### config.mk
export PLATFORM = sky130hd
export DESIGN_NAME = gb_debug
export DESIGN_NICKNAME = d
export VERILOG_FILES = /design/src/rtl/gb_debug.sv
export SDC_FILE = /design/constraint.sdc
export NUM_CORES = 1
export LEC_CHECK = 0
export CAP_MARGIN = 5
export CORE_ASPECT_RATIO = 0.9
export CORE_UTILIZATION = 30
export CTS_CLUSTER_DIAMETER = 60
export DETAILED_ROUTE_END_ITERATION = 8
export SLEW_MARGIN = 40
export SYNTH_ARGS = -nofsm -noshare
export SYNTH_HDL_FRONTEND = slang
export SYNTH_SLANG_ARGS = --single-unit
### constraint.sdc
create_clock -name clk -period 14.25 [get_ports clk]
set_clock_uncertainty 0.1 [all_clocks]
set_input_delay 1.425 -clock clk [delete_from_list [all_inputs] [get_ports clk]]
set_output_delay 1.425 -clock clk [all_outputs]
set_load 0.005 [all_outputs]
### src/rtl/gb_debug.sv
// rtl/gb_debug.sv - halt-time debug monitor: snapshots bus/CPU/PPU state on a gb clock edge
// and sends it as one 67-char uppercase-hex ASCII line over an 8N1 UART.
module gb_debug #(
  parameter int CLKS_PER_BIT = 104
) (
  input  logic        clk,
  input  logic        reset,
  input  logic        gb_clk,
  input  logic        halt,
  input  logic [15:0] addr,
  input  logic [7:0]  data,
  input  logic        rd,
  input  logic        wr,
  input  logic        cs,
  input  logic [7:0]  opcode,
  input  logic [15:0] pc,
  input  logic [15:0] last_pc,
  input  logic [7:0]  lcdc,
  input  logic [7:0]  stat,
  input  logic [4:0]  ppu_state,
  output logic        tx
);
  localparam int CW = (CLKS_PER_BIT > 1) ? $clog2(CLKS_PER_BIT) : 1;
  localparam logic [CW-1:0] CLK_LAST = CW'(CLKS_PER_BIT - 1);
  localparam logic [0:0] S_IDLE = 1'b0;
  localparam logic [0:0] S_SEND = 1'b1;

  logic          halt_s1, halt_s2, gb_s1, gb_s2, gb_prev;
  logic          gb_edge;
  logic [0:0]    state;
  logic [6:0]    char_idx;
  logic [3:0]    bit_idx;
  logic [CW-1:0] clk_cnt;
  logic [7:0]    cur_char;

  logic [15:0] sh_addr, sh_pc, sh_last_pc;
  logic [7:0]  sh_data, sh_opcode, sh_lcdc, sh_stat;
  logic        sh_rd, sh_wr, sh_cs;
  logic [4:0]  sh_ppu;

  assign gb_edge = gb_s2 & ~gb_prev;

  function automatic logic [7:0] hex(input logic [3:0] n);
    return (n < 4'd10) ? (8'h30 + {4'h0, n}) : (8'h37 + {4'h0, n});
  endfunction

  // Character generator: fixed template, fields read from the shadow snapshot.
  always_comb begin
    cur_char = 8'h0A;
    case (char_idx)
      7'd0, 7'd53:                                     cur_char = "A";
      7'd1, 7'd8, 7'd15, 7'd22, 7'd28, 7'd37, 7'd47, 7'd55, 7'd62:
                                                       cur_char = "=";
      7'd6, 7'd11, 7'd19, 7'd25, 7'd33, 7'd42, 7'd50, 7'd58:
                                                       cur_char = " ";
      7'd7, 7'd45:                                     cur_char = "D";
      7'd12:                                           cur_char = "R";
      7'd13:                                           cur_char = "W";
      7'd14, 7'd27, 7'd36, 7'd44, 7'd46:               cur_char = "C";
      7'd20:                                           cur_char = "O";
      7'd21, 7'd26, 7'd35, 7'd59, 7'd60:               cur_char = "P";
      7'd34, 7'd43:                                    cur_char = "L";
      7'd51:                                           cur_char = "S";
      7'd52, 7'd54:                                    cur_char = "T";
      7'd61:                                           cur_char = "U";
      7'd2:  cur_char = hex(sh_addr[15:12]);
      7'd3:  cur_char = hex(sh_addr[11:8]);
      7'd4:  cur_char = hex(sh_addr[7:4]);
      7'd5:  cur_char = hex(sh_addr[3:0]);
      7'd9:  cur_char = hex(sh_data[7:4]);
      7'd10: cur_char = hex(sh_data[3:0]);
      7'd16: cur_char = {7'b0011000, sh_rd};
      7'd17: cur_char = {7'b0011000, sh_wr};
      7'd18: cur_char = {7'b0011000, sh_cs};
      7'd23: cur_char = hex(sh_opcode[7:4]);
      7'd24: cur_char = hex(sh_opcode[3:0]);
      7'd29: cur_char = hex(sh_pc[15:12]);
      7'd30: cur_char = hex(sh_pc[11:8]);
      7'd31: cur_char = hex(sh_pc[7:4]);
      7'd32: cur_char = hex(sh_pc[3:0]);
      7'd38: cur_char = hex(sh_last_pc[15:12]);
      7'd39: cur_char = hex(sh_last_pc[11:8]);
      7'd40: cur_char = hex(sh_last_pc[7:4]);
      7'd41: cur_char = hex(sh_last_pc[3:0]);
      7'd48: cur_char = hex(sh_lcdc[7:4]);
      7'd49: cur_char = hex(sh_lcdc[3:0]);
      7'd56: cur_char = hex(sh_stat[7:4]);
      7'd57: cur_char = hex(sh_stat[3:0]);
      7'd63: cur_char = hex({3'b000, sh_ppu[4]});
      7'd64: cur_char = hex(sh_ppu[3:0]);
      7'd65: cur_char = 8'h0D;
      default: cur_char = 8'h0A;
    endcase
  end

  always_ff @(posedge clk) begin
    if (reset) begin
      halt_s1  <= 1'b0;
      halt_s2  <= 1'b0;
      gb_s1    <= 1'b0;
      gb_s2    <= 1'b0;
      gb_prev  <= 1'b0;
      state    <= S_IDLE;
      char_idx <= '0;
      bit_idx  <= '0;
      clk_cnt  <= '0;
      tx       <= 1'b1;
    end else begin
      halt_s1 <= halt;
      halt_s2 <= halt_s1;
      gb_s1   <= gb_clk;
      gb_s2   <= gb_s1;
      gb_prev <= gb_s2;
      if (state == S_IDLE) begin
        if (halt_s2 && gb_edge) begin
          sh_addr    <= addr;
          sh_data    <= data;
          sh_rd      <= rd;
          sh_wr      <= wr;
          sh_cs      <= cs;
          sh_opcode  <= opcode;
          sh_pc      <= pc;
          sh_last_pc <= last_pc;
          sh_lcdc    <= lcdc;
          sh_stat    <= stat;
          sh_ppu     <= ppu_state;
          state      <= S_SEND;
          char_idx   <= '0;
          bit_idx    <= '0;
          clk_cnt    <= '0;
          tx         <= 1'b0;
        end
      end else if (clk_cnt != CLK_LAST) begin
        clk_cnt <= clk_cnt + CW'(1);
      end else begin
        clk_cnt <= '0;
        if (bit_idx == 4'd9) begin
          bit_idx <= '0;
          if (char_idx == 7'd66) begin
            state    <= S_IDLE;
            char_idx <= '0;
          end else begin
            // Next character's start bit follows the stop bit with no gap.
            char_idx <= char_idx + 7'd1;
            tx       <= 1'b0;
          end
        end else begin
          bit_idx <= bit_idx + 4'd1;
          tx      <= (bit_idx == 4'd8) ? 1'b1 : cur_char[bit_idx[2:0]];
        end
      end
    end
  end
endmodule

==> impl_metrics.csv <==
group,metric,value,unit
drt,vias,6656,
cts,path_clk_slew,0.05,ns
placed_design,dp_hpwl,17200,um
logic_synthesis,syn_area,7340,um2
floorplan,core,23700,um2
worst_setup_path,cpMaxStageDelayCell,"or4_1",
sta,fin_ws,11.06,ns
cts,clk_latency,0.43,ns
cts,cts_resized,0,
cts,root_buffer,"clkbuf_16",
global_route,track_usage,18.7,%
cts,cts_tree,"yes",
logic_synthesis,yosysWarnings,0,
sta,finalSetupTns,0,ns
logic_synthesis,yosysUniqueCellTypes,71,
power_and_ir_drop,p_comb_share,3.7,%
sta,rsz0062_at_grt,"false",
sta,slew_violations,0,
cts,clock_sinks,113,
power_and_ir_drop,vdd_drop_max,0.0000492,V
sta,hold_viol,0,
hold_path,min_path_type,"flip-flop to flip-flop",
power_and_ir_drop,intPower,0.688,mW
cts,htreeDepth,4,
finish,synthToLayoutAreaGrowth,24.6,%
placed_design,dp_slack,10.80,ns
logic_synthesis,synth-edff-count,88,
global_route,grt.overflow.total,0,
drt,viasPerCell,5.57,
global_route,antenna_found_initial,0,
cts,cts_buffer_depth,2,
placed_design,portBuffers,92,
power_and_ir_drop,p_leak,3.09,nW
finish,insertedDiodeCount,0,
power_and_ir_drop,seqPwrFrac,42.2,%
sta,finalSetupViolCount,0,
cts,cts_inserted_buffers,17,
drt,post_drt_wl_per_cell,19.0,um
logic_synthesis,ys.flop_type,"edfxtp_1",
finish,fin_cells,1194,
global_route,grt_max_degree,52,
floorplan,initial_utilization,31.0,%
power_and_ir_drop,powerDensity,92.9,nW/um2
global_route,grt_pass1_vias,6257,
worst_setup_path,path_cells,"inv_1 -> ha_1 -> nor2b_1 -> buf_4 -> nand2_1 -> o22ai_1 -> or4_1 -> nor4_1 -> nand4_1 -> nand4b_1 -> o211ai_2",
cts,postCtsSetupRepairBufs,0,
finish,final_util,38.6,%
power_and_ir_drop,switchingPower,0.162,mW
global_route,grt_pass1_wl,35400,um
logic_synthesis,synth_seq_area_share,42.8,%
worst_setup_path,start_kind,"flip-flop",
logic_synthesis,post_synth.cell_area_avg,9.21,um2
floorplan,dieArea,25100,um2
power_and_ir_drop,clockPowerShare,54.1,%
power_and_ir_drop,swShare,19.0,%
sta,tightest_slew,0.814,ns
power_and_ir_drop,total_power,0.849,mW
logic_synthesis,synthesis.instances,797,
logic_synthesis,ys_seq_elements,113,
worst_setup_path,endpoint_kind,"flip-flop",
cts,holdBufCountCts,0,
worst_setup_path,cp.arrival,3.38,ns
floorplan,die_w,167,um
placed_design,dp.cells,1163,
drt,wirelength,22700,um
sta,post-route-min-period,3.19,ns
status,outcome,"finished clean",
sta,fmax,314,MHz
drt,dr.pass1.iters,8,
worst_setup_path,cp_slowest_stage_delay,0.46,ns
sta,finalCritPeriodShare,22.4,%
drt,drc,0,
floorplan,rows,53,
worst_setup_path,cp_max_fo,20,
floorplan,io_pins,93,
drt,ant_nets,0,
logic_synthesis,ys_async_sr_fraction,0,%
worst_setup_path,cp.required,14.45,ns
run,maxCapViolCount,0,
drt,drt_iter0_markers,718,
finish,layout.nets,999,
floorplan,die_h,150,um
logic_synthesis,syn_nets,916,
finish,n_fill_cell,2333,
placed_design,gp_routability_congestion,0.976,
finish,drive_above_1_share,6.28,%
sta,max_slew_margin,45.7,%
worst_setup_path,timing_worst_setup_path_type,"flip-flop to flip-flop",
area by class of cell:
| cell class | count | area [um2] | share of cell area (%) |
|---|---|---|---|
| repair buffers | 100 | 981 | 10.7 |
| inverters | 50 | 188 | 2.05 |
| flip-flops and latches | 113 | 3140 | 34.4 |
| well taps | 302 | 378 | 4.13 |
| clock inverters | 11 | 188 | 2.05 |
| clock buffers | 20 | 437 | 4.77 |
| multi-input cells | 598 | 3830 | 41.9 |
cells in the mapped netlist (all sizes together), types with 7 or more instances:
cell / number / area, um2
nor2: 41 / 154
nor4: 16 / 115
o21ai: 55 / 275
nor3: 24 / 120
nand2: 76 / 293
nand4: 19 / 119
nand2b: 7 / 43.8
a21oi: 58 / 290
a211oi: 23 / 173
inv: 50 / 188
and4b: 9 / 90.1
nor2b: 34 / 213
edfxtp: 88 / 2640
dfxtp: 25 / 500
xnor2: 21 / 184
clkbuf: 18 / 68.8
ha: 27 / 338
o22ai: 32 / 200
nand3: 42 / 210
buf: 18 / 124
nor4b: 13 / 165
a31oi: 7 / 43.8
sequential cells by signal (all words and copies together), names as in the netlist, 4 cells and up:
register and flops:
sh_addr 16, sh_last_pc 16, sh_pc 16, sh_data 8, sh_lcdc 8, sh_opcode 8, sh_stat 8, char_idx 7
clk_cnt 7, sh_ppu 5, bit_idx 4
power groups by stage:
stage          registers, mW  logic [mW]  clock network [mW]
6_report               0.358      0.0315               0.460
5_1_grt                0.358      0.0340               0.481
4_1_cts                0.358      0.0319               0.469
3_5_place_dp           0.365      0.0317                   0
3_3_place_gp           0.365      0.0319                   0
2_1_floorplan          0.365     0.00467                   0
layout by cell type (no fill, tap or decap), types with 14 or more instances in the layout:
| cell type | instances |
|---|---|
| nor4_1 | 14 |
| clkdlybuf4s50_1 | 92 |
| nor2_1 | 41 |
| o21ai_0 | 53 |
| inv_1 | 50 |
| o22ai_1 | 32 |
| nand3_1 | 42 |
| clkbuf_16 | 17 |
| xnor2_1 | 21 |
| nor2b_1 | 34 |
| dfxtp_1 | 24 |
| nor3_1 | 24 |
| a21oi_1 | 58 |
| nand4_1 | 19 |
| edfxtp_1 | 88 |
| ha_1 | 27 |
| a211oi_1 | 23 |
| nand2_1 | 73 |
worst max-delay path: cells and delay by family (launching register included):
family / cells / cell delay [ns]
and+or+nand+nor: 6 / 1.59
AOI/OAI and AO/OA: 2 / 0.26
buffers and inverters: 2 / 0.35
DFF: 1 / 0.41
adders and majority gates: 1 / 0.35
cells by family after synthesis:
kind of cell    count (synthesis)  synth area share [%]
simple gates                  317                  24.6
buf+inv                        86                  5.18
flops                         113                  42.8
compound gates                228                  19.6
mux                             5                 0.682
xor+xnor                       21                  2.51
fa+ha+maj                      27                  4.60
worst paths after layout:
kind | startpoint | to | slack [ns] | depth (start not counted)
max reg2reg | char_idx[0] | tx | 11.06 | 11
max | char_idx[0] | tx | 11.06 | 11
min | gb_s1 | gb_s2 | 0.34 | 1
min reg2reg | gb_s1 | gb_s2 | 0.34 | 1
layer usage:
metal / share of wire (%) / wire (um) / vias to the layer above / global-route usage [%]
met5: 0 / 0 / - / 0
met4: 2.4 / 545 / 0 / 7.27
met3: 7.3 / 1660 / 41 / 4.78
met2: 45 / 10100 / 269 / 28.8
met1: 46 / 10400 / 3135 / 25.0
li1: - / - / 3211 / -
through the flow:
| stage | cell area, um2 | hold WS, ns |
|---|---|---|
| after floorplan | 7340 | 0.314 |
| after global placement | 8510 | 0.326 |
| after detailed placement | 8520 | 0.328 |
| after CTS | 9140 | 0.341 |
| after global routing | 9150 | 0.351 |
| final | 9150 | 0.337 |
(Power assumes the default switching activity.)
